==> config.mk <==
export PLATFORM = sky130hd
export DESIGN_NAME = uart_rx
export DESIGN_NICKNAME = d
export VERILOG_FILES = /design/src/rtl/uart_pkg.sv /design/src/rtl/baud_gen.sv /design/src/rtl/uart_rx.sv
export SDC_FILE = /design/constraint.sdc
export NUM_CORES = 1
export LEC_CHECK = 0
export CAP_MARGIN = 40
export CORE_MARGIN = 3
export CORE_UTILIZATION = 51
export CTS_CLUSTER_SIZE = 28
export DETAILED_ROUTE_END_ITERATION = 8
export GPL_ROUTABILITY_DRIVEN = 0
export PLACE_DENSITY = 0.71
export SLEW_MARGIN = 20
export SYNTH_ARGS = -nofsm -noshare
export SYNTH_HDL_FRONTEND = slang
export SYNTH_HIERARCHICAL = 1
export SYNTH_SLANG_ARGS = --single-unit
==> constraint.sdc <==
create_clock -name clk -period 1.85 [get_ports clk]
set_clock_uncertainty 0.1 [all_clocks]
set_input_delay 0.2775 -clock clk [delete_from_list [all_inputs] [get_ports clk]]
set_output_delay 0.2775 -clock clk [all_outputs]
set_load 0.01 [all_outputs]
==> src/rtl/uart_pkg.sv <==
// Shared UART definitions: receiver FSM encoding, oversampling constants and
// default frame/baud parameters used by both uart_rx and uart_tx.
package uart_pkg;

  typedef enum logic [1:0] {
    IDLE  = 2'b00,
    START = 2'b01,
    DATA  = 2'b10,
    STOP  = 2'b11
  } rx_state_e;

  localparam int OVERSAMPLE = 16;
  localparam int MID_TICK   = 7;

  // 100 MHz clock, 19200 baud, 16x oversampling
  localparam int DEF_BUS_SIZE = 8;
  localparam int DEF_SB_TICK  = 16;
  localparam int DEF_DVSR     = 326;

endpackage

==> src/rtl/baud_gen.sv <==
// Free-running oversample tick generator: one-cycle tick every DVSR clocks,
// never resynchronised to the serial frame.
module baud_gen
  import uart_pkg::*;
#(
  parameter int DVSR = DEF_DVSR
) (
  input  logic clk,
  input  logic reset,
  output logic tick
);

  localparam int CW = (DVSR > 1) ? $clog2(DVSR) : 1;

  logic [CW-1:0] cnt_q;
  logic [CW-1:0] cnt_d;

  always_comb begin
    cnt_d = cnt_q + CW'(1);
    if (cnt_q == CW'(DVSR - 1)) begin
      cnt_d = '0;
    end else begin
      cnt_d = cnt_q + CW'(1);
    end
  end

  always_ff @(posedge clk) begin
    if (reset) begin
      cnt_q <= '0;
    end else begin
      cnt_q <= cnt_d;
    end
  end

  assign tick = (cnt_q == CW'(DVSR - 1));

endmodule

==> src/rtl/uart_rx.sv <==
// 16x-oversampling UART receiver: 2-flop line synchronizer, start-bit
// qualification, LSB-first data shift and stop-bit framing check.
module uart_rx
  import uart_pkg::*;
#(
  parameter int BUS_SIZE = DEF_BUS_SIZE,
  parameter int SB_TICK  = DEF_SB_TICK,
  parameter int DVSR     = DEF_DVSR
) (
  input  logic                clk,
  input  logic                reset,
  input  logic                rx,
  output logic                rx_done_tick,
  output logic [BUS_SIZE-1:0] dout,
  output logic                framing_err,
  output logic                s_tick
);

  localparam int NW = (BUS_SIZE > 1) ? $clog2(BUS_SIZE) : 1;

  rx_state_e           state_q;
  logic [3:0]          s_cnt_q;
  logic [NW-1:0]       n_cnt_q;
  logic [BUS_SIZE-1:0] shift_q;
  logic [BUS_SIZE-1:0] dout_q;
  logic                ferr_q;
  logic                done_q;
  logic                rx_meta_q;
  logic                rx_s_q;
  logic                tick_s;

  baud_gen #(.DVSR(DVSR)) u_baud_gen (
    .clk   (clk),
    .reset (reset),
    .tick  (tick_s)
  );

  always_ff @(posedge clk) begin
    if (reset) begin
      state_q   <= IDLE;
      s_cnt_q   <= 4'd0;
      n_cnt_q   <= '0;
      shift_q   <= '0;
      dout_q    <= '0;
      ferr_q    <= 1'b0;
      done_q    <= 1'b0;
      rx_meta_q <= 1'b1;
      rx_s_q    <= 1'b1;
    end else begin
      rx_meta_q <= rx;
      rx_s_q    <= rx_meta_q;
      done_q    <= 1'b0;
      case (state_q)
        // Falling edge is acted on immediately; the tick count starts from here.
        IDLE: begin
          if (!rx_s_q) begin
            state_q <= START;
            s_cnt_q <= 4'd0;
          end
        end
        START: begin
          if (tick_s) begin
            if (s_cnt_q == 4'(MID_TICK)) begin
              if (!rx_s_q) begin
                state_q <= DATA;
                s_cnt_q <= 4'd0;
                n_cnt_q <= '0;
              end else begin
                state_q <= IDLE;
              end
            end else begin
              s_cnt_q <= s_cnt_q + 4'd1;
            end
          end
        end
        DATA: begin
          if (tick_s) begin
            if (s_cnt_q == 4'(OVERSAMPLE - 1)) begin
              s_cnt_q <= 4'd0;
              shift_q <= {rx_s_q, shift_q[BUS_SIZE-1:1]};
              if (n_cnt_q == NW'(BUS_SIZE - 1)) begin
                state_q <= STOP;
              end else begin
                n_cnt_q <= n_cnt_q + NW'(1);
              end
            end else begin
              s_cnt_q <= s_cnt_q + 4'd1;
            end
          end
        end
        // Byte is delivered even on a bad stop bit; the error travels with it.
        STOP: begin
          if (tick_s) begin
            if (s_cnt_q == 4'(SB_TICK - 1)) begin
              dout_q  <= shift_q;
              ferr_q  <= ~rx_s_q;
              done_q  <= 1'b1;
              state_q <= IDLE;
              s_cnt_q <= 4'd0;
            end else begin
              s_cnt_q <= s_cnt_q + 4'd1;
            end
          end
        end
        default: begin
          state_q <= IDLE;
          s_cnt_q <= 4'd0;
        end
      endcase
    end
  end

  assign rx_done_tick = done_q;
  assign dout         = dout_q;
  assign framing_err  = ferr_q;
  assign s_tick       = tick_s;

endmodule

# Yosys cells after proc, flatten, opt, wreduce, memory -nomap -nowiden
# Cells that the tools add are included.
# classes
addsub	3
n_eq_ne	18
n_mux	24
n_bitwise	3
n_reduce_logical	10
# ops
op	n
2-to-1 mux 4 bit	5
!= test 2 bit, second input constant	10
2-to-1 mux 2 bit	9
2-to-1 mux 3 bit	6
case mux 4 bit (3 select lines)	1
adder 9 x 1 -> 9 bit, second input constant	1
== test 9 bit, second input constant	1
case mux 2 bit (4 select lines)	1
AND reduction 8 bit	1
AND reduction 7 bit	1
case mux 3 bit (2 select lines)	1
AND reduction 3 bit	2
adder 4 x 1 -> 4 bit, second input constant	1
== test 2 bit, second input constant	2
== test 4 x 3 -> 1 bit, second input constant	1
== test 4 bit, second input constant	1
OR reduction 2 bit	2
adder 3 x 1 -> 3 bit, second input constant	1
== test 3 bit, second input constant	1
NOT 1 bit	3
OR reduction 3 bit	1
== test 2 x 1 -> 1 bit, second input constant	1
zero test 2 bit	1
!= test 2 x 1 -> 1 bit, second input constant	1
other kinds (3)	3
# totals
ff_bits	38
input_bits	3
out_inout_bits	11
wordCells	68

# Logic depth before layout (Yosys ltp)
# logic_depth
ltp_word	5
mapped_depth	9
depth_no_buf	8

# Hierarchy
# The synthesis kept the hierarchy.
# modules_own_cells
mod	n_inst	cells_each	area_per_inst_um2	seq_area_each_um2
uart_rx	1	134	1290.0	580.6
baud_gen	1	44	395.4	180.2

# Worst setup path after synthesis
# Ideal clock, no wire load.
# synth_timing
path_type	register to register
start	reg u_baud_gen.cnt_q[0]
end	reg with a tool-made name
setup_time_ns	0.128
arrival_ns	1.699
required_ns	1.622
setup_slack_ns	-0.076
path_stages_with_launch	9
n_path_buf	1
synth_period_minus_slack_ns	1.926
cell_sequence	dfxtp_1 > ha_1 > nand4bb_1 > nor2_1 > clkbuf_1 > nand2_1 > nor3_1 > mux2i_1 > nor2_1
# synth_rtl
item	line_no	rtl
start, declared	baud_gen.sv:15	logic [CW-1:0] cnt_q;
start signal, assigned	baud_gen.sv:31	cnt_q <= cnt_d;

# Worst setup path in the final report
# layout_timing
start	reg u_baud_gen.cnt_q[1]
end	reg shift_q[3]
# layout_between
elab_chain_cells	2
# layout_rtl
item	line_no	rtl
== test 9 bit	baud_gen.sv:35	assign tick = (cnt_q == CW'(DVSR - 1));
AND reduction 3 bit (no source line)	n/a	
end signal, assigned	uart_rx.sv:80	shift_q <= {rx_s_q, shift_q[BUS_SIZE-1:1]};
end, declared	uart_rx.sv:24	logic [BUS_SIZE-1:0] shift_q;
# Every way passes these cells.
# A chain may end at the register's enable or synchronous reset.

==> impl_metrics.sql <==
INSERT INTO impl_metrics (metric_group, metric, value, unit) VALUES
('yosys', 'synth_area_per_cell', '9.47', 'um2'),
('pwr', 'total_leakage_power', '0.000830', 'uW'),
('critical_path', 'worst-path-max-fanout', '8', ''),
('sta', 'period_share', '100', '%'),
('route', 'detailed_route_via_count', '1317', ''),
('yosys', 'synth.net_count', '186', ''),
('grt', 'largest_net_degree_at_the_start_of_global_routing', '18', ''),
('clock_network', 'clkLatencyLatePin', '0.33', 'ns'),
('die', 'die_area', '4030', 'um2'),
('finish', 'final_net_count', '212', ''),
('sta', 'grt_setup_unrepaired', 'true', ''),
('finish', 'layout-drive-gt1-share', '20.6', '%'),
('grt', 'grt_pass1_wl', '5820', 'um'),
('yosys', 'syn-cell-area', '1690', 'um2'),
('route', 'routed_wire_length_per_instance', '12.8', 'um'),
('grt', 'antenna_found_initial', '0', ''),
('pwr', 'power.ir.vdd_worst', '506', 'uV'),
('sta', 'maxSlewHeadroom', '73.3', '%'),
('die', 'row_count', '20', ''),
('sta', 'hold_ws', '0.321', 'ns'),
('critical_path', 'crit_start', 'u_baud_gen/cnt_q[1]$_SDFF_PP0_', ''),
('hold_path', 'type_of_the_tightest_min_delay_check', 'flip-flop to flip-flop', ''),
('clock_network', 'cts.sinks', '38', ''),
('clock_network', 'tritoncts', 'built', ''),
('critical_path', 'r2r_setup_slack', '-0.005', 'ns'),
('grt', 'grt_pass1_vias', '1325', ''),
('die', 'die_height', '63.5', 'um'),
('clock_network', 'cts_buffers', '5', ''),
('pwr', 'power_per_cell_area', '712', 'nW/um2'),
('grt', 'grt_overflow', '0', ''),
('pwr', 'p_total', '1480', 'uW'),
('grt', 'global_route.usage.total', '18.2', '%'),
('critical_path', 'worst-setup-path-type', 'flip-flop to flip-flop', ''),
('sta', 'setup_ws', '-0.00547', 'ns'),
('route', 'vias_per_cell', '5.31', ''),
('die', 'die_width', '63.5', 'um'),
('critical_path', 'cp_data_arrival_time', '1.99', 'ns'),
('placement', 'buffer_ports.inserted', '13', ''),
('sta', 'worst-slew-pin-transition', '0.401', 'ns'),
('route', 'drt_drc_violations_left', '0', ''),
('critical_path', 'setup.worst_path.start_class', 'flip-flop', ''),
('run_status', 'violated_checks', 'negative setup slack', ''),
('clock_network', 'cts_htree_levels', '2', ''),
('yosys', 'async_flop_share', '0', '%'),
('sta', 'finalCriticalPeriod', '1.86', 'ns'),
('critical_path', 'worst_r2r_startpoint', 'u_baud_gen/cnt_q[1]$_SDFF_PP0_', ''),
('finish', 'area_growth_syn_to_layout', '22.9', '%'),
('run', 'max_cap_viol_count', '0', ''),
('placement', 'worst_setup_slack_post_dpl', '-0.00762', 'ns'),
('placement', 'hpwl', '2300', 'um'),
('clock_network', 'clock_pin_slew_on_the_worst_setup_and_hold_paths', '0.11', 'ns'),
('sta', 'achievable-frequency', '0.539', 'GHz'),
('finish', 'final.fill_count', '287', ''),
('clock_network', 'clock_path_buffers', '2', ''),
('hold_path', 'hp-start', 'rx_meta_q$_SDFF_PP1_', ''),
('clock_network', 'ctsHoldBuffers', '0', ''),
('route', 'initialDrtViolationCount', '63', ''),
('yosys', 'number_of_storage_elements_in_the_synthesis_netlist', '38', ''),
('clock_network', 'cts_root_buffer', 'sky130_fd_sc_hd__clkbuf_4', ''),
('sta', 'timing.final.hold_violations', '0', ''),
('route', 'firstDrtPassIters', '4', ''),
('finish', 'antenna_cells_inserted', '0', ''),
('route', 'ant_nets_after_route', '0', ''),
('yosys', 'synth_warnings', '6', ''),
('finish', 'final_core_utilization', '66.8', '%'),
('yosys', 'syn_inst', '178', ''),
('yosys', 'yosysSeqAreaShare', '45.1', '%'),
('sta', 'slew_viol_final', '0', ''),
('die', 'initial_utilization', '54.3', '%'),
('critical_path', 'timing.critical_path.required', '1.99', 'ns'),
('die', 'io-pin-count', '14', ''),
('sta', 'timing.final.setup_violations', '1', ''),
('die', 'design.core.area', '3100', 'um2'),
('critical_path', 'critical_path.endpoint_type', 'flip-flop', ''),
('run_status', 'outcome', 'finished with violations', ''),
('yosys', 'synth_edf_count', '0', ''),
('yosys', 'synth_ff_type', 'sky130_fd_sc_hd__dfxtp_1', ''),
('sta', 'fin_setup_tns', '-0.00547', 'ns'),
('yosys', 'synth.lib_cells_used.distinct', '36', ''),
('route', 'routed_wirelength', '3170', 'um');
==> worst max-delay path, cell delays in order (launching register included) <==
cell and delay [ns]:
sky130_fd_sc_hd__dfxtp_2 0.34, sky130_fd_sc_hd__inv_2 0.05, sky130_fd_sc_hd__ha_4 0.11, sky130_fd_sc_hd__nand4bb_1 0.13, sky130_fd_sc_hd__nor2_2 0.17, sky130_fd_sc_hd__and4_1 0.22, sky130_fd_sc_hd__and3b_2 0.22, sky130_fd_sc_hd__buf_12 0.14
sky130_fd_sc_hd__mux2i_2 0.21, sky130_fd_sc_hd__nor2_1 0.07
==> sequential cells by signal (all words and copies together), names as in the netlist, named ones only <==
| signal | cells |
|---|---|
| rx_meta_q | 1 |
| u_baud_gen/cnt_q | 9 |
| shift_q | 8 |
| state_q | 1 |
| s_cnt_q | 4 |
| rx_s_q | 1 |
| rx_done_tick | 1 |
| framing_err | 1 |
| n_cnt_q | 3 |
| dout | 8 |
==> through the flow <==
stage                     instances  instance area, um2
final                           248                2070
after global routing            248                2070
after CTS                       246                2020
after detailed placement        239                1940
after global placement          239                1940
after floorplan                 178                1690
==> worst paths after layout <==
| check | depth (start not counted) | endpoint |
|---|---|---|
| setup / recovery | 9 | shift_q[3]$_SDFFE_PP0P_ |
| hold / removal | 1 | rx_s_q$_SDFF_PP1_ |
| setup reg to reg | 9 | shift_q[3]$_SDFFE_PP0P_ |
| hold reg to reg | 1 | rx_s_q$_SDFF_PP1_ |
==> placed cells by master (no fill, tap or decap), types with 2 or more instances in the layout <==
cell type / netlist / layout
sky130_fd_sc_hd__xnor2_1: 2 / 2
sky130_fd_sc_hd__nand2_1: 6 / 6
sky130_fd_sc_hd__nand3b_1: 3 / 3
sky130_fd_sc_hd__buf_4: 3 / 16
sky130_fd_sc_hd__ha_1: 5 / 3
sky130_fd_sc_hd__or2_2: 3 / 3
sky130_fd_sc_hd__inv_1: 3 / 2
sky130_fd_sc_hd__nor2_1: 29 / 28
sky130_fd_sc_hd__nor3b_1: 2 / 2
sky130_fd_sc_hd__dfxtp_1: 38 / 35
sky130_fd_sc_hd__dfxtp_2: 0 / 3
sky130_fd_sc_hd__nand3_1: 7 / 7
sky130_fd_sc_hd__a21oi_1: 10 / 10
sky130_fd_sc_hd__nand4bb_1: 2 / 2
sky130_fd_sc_hd__clkdlybuf4s50_1: 0 / 12
sky130_fd_sc_hd__or3_1: 5 / 5
sky130_fd_sc_hd__and3b_1: 3 / 2
sky130_fd_sc_hd__clkbuf_4: 0 / 5
sky130_fd_sc_hd__mux2i_1: 20 / 19
sky130_fd_sc_hd__a32oi_1: 2 / 2
sky130_fd_sc_hd__xor2_1: 3 / 3
sky130_fd_sc_hd__o21ai_0: 9 / 9
==> synth_stat cells (2+ instances only) <==
library cell	n	area (um2)
sky130_fd_sc_hd__nor3b_1	2	15.0
sky130_fd_sc_hd__or3_1	5	31.3
sky130_fd_sc_hd__nor3_1	2	10.0
sky130_fd_sc_hd__buf_4	3	22.5
sky130_fd_sc_hd__nor2_1	29	109
sky130_fd_sc_hd__dfxtp_1	38	761
sky130_fd_sc_hd__o21ai_0	9	45.0
sky130_fd_sc_hd__inv_1	3	11.3
sky130_fd_sc_hd__mux2i_1	20	200
sky130_fd_sc_hd__ha_1	5	62.6
sky130_fd_sc_hd__or2_2	3	18.8
sky130_fd_sc_hd__nand3_1	7	35.0
sky130_fd_sc_hd__a21oi_1	10	50.1
sky130_fd_sc_hd__nand3b_1	3	22.5
sky130_fd_sc_hd__and3b_1	3	26.3
sky130_fd_sc_hd__clkbuf_1	5	18.8
sky130_fd_sc_hd__nand2_1	6	22.5
sky130_fd_sc_hd__nand4bb_1	2	22.5
sky130_fd_sc_hd__xnor2_1	2	17.5
sky130_fd_sc_hd__a32oi_1	2	17.5
sky130_fd_sc_hd__xor2_1	3	26.3
sky130_fd_sc_hd__buf_2	2	10.0
==> power breakdown <==
part	leakage [uW]	total (uW)	switching [uW]	internal (uW)
Clock	0.0000443	574	260	315
Combinational	0.000478	67.2	35.7	31.5
Sequential	0.000308	834	6.98	827
==> layout make-up <==
type	instances	area, um2	area share (%)
Clock buffer	6	51.3	2.48
Clock inverter	1	30.0	1.45
Inverter	3	11.3	0.543
Multi-Input combinational cell	125	880	42.5
Sequential cell	38	764	36.9
Tap cell	44	55.1	2.66
Timing Repair Buffer	31	280	13.5
==> cell families after synthesis <==
| logic type | after synthesis | synth area share, % |
|---|---|---|
| and+or+nand+nor | 69 | 21.8 |
| DFF | 38 | 45.1 |
| AOI/OAI and AO/OA | 26 | 10.2 |
| muxes | 20 | 11.9 |
| buffers and inverters | 15 | 4.68 |
| xor gates and xnor gates | 5 | 2.60 |
| adders and majority gates | 5 | 3.71 |
==> repair_timing <==
action	CTS	global route
buffers inserted	0	2
setup endpoints to repair	3	22
pin swaps	0	5
resized for setup	2	11
==> layer usage <==
layer | vias up | wire length [um] | GRT usage, %
met3 | 5 | 120 | 4.28
met2 | 20 | 1610 | 31.7
li1 | 668 | - | -
met1 | 624 | 1380 | 20.9
met4 | 0 | 54 | 8.09
met5 | - | 0 | 0
(Power assumes the default switching activity.)
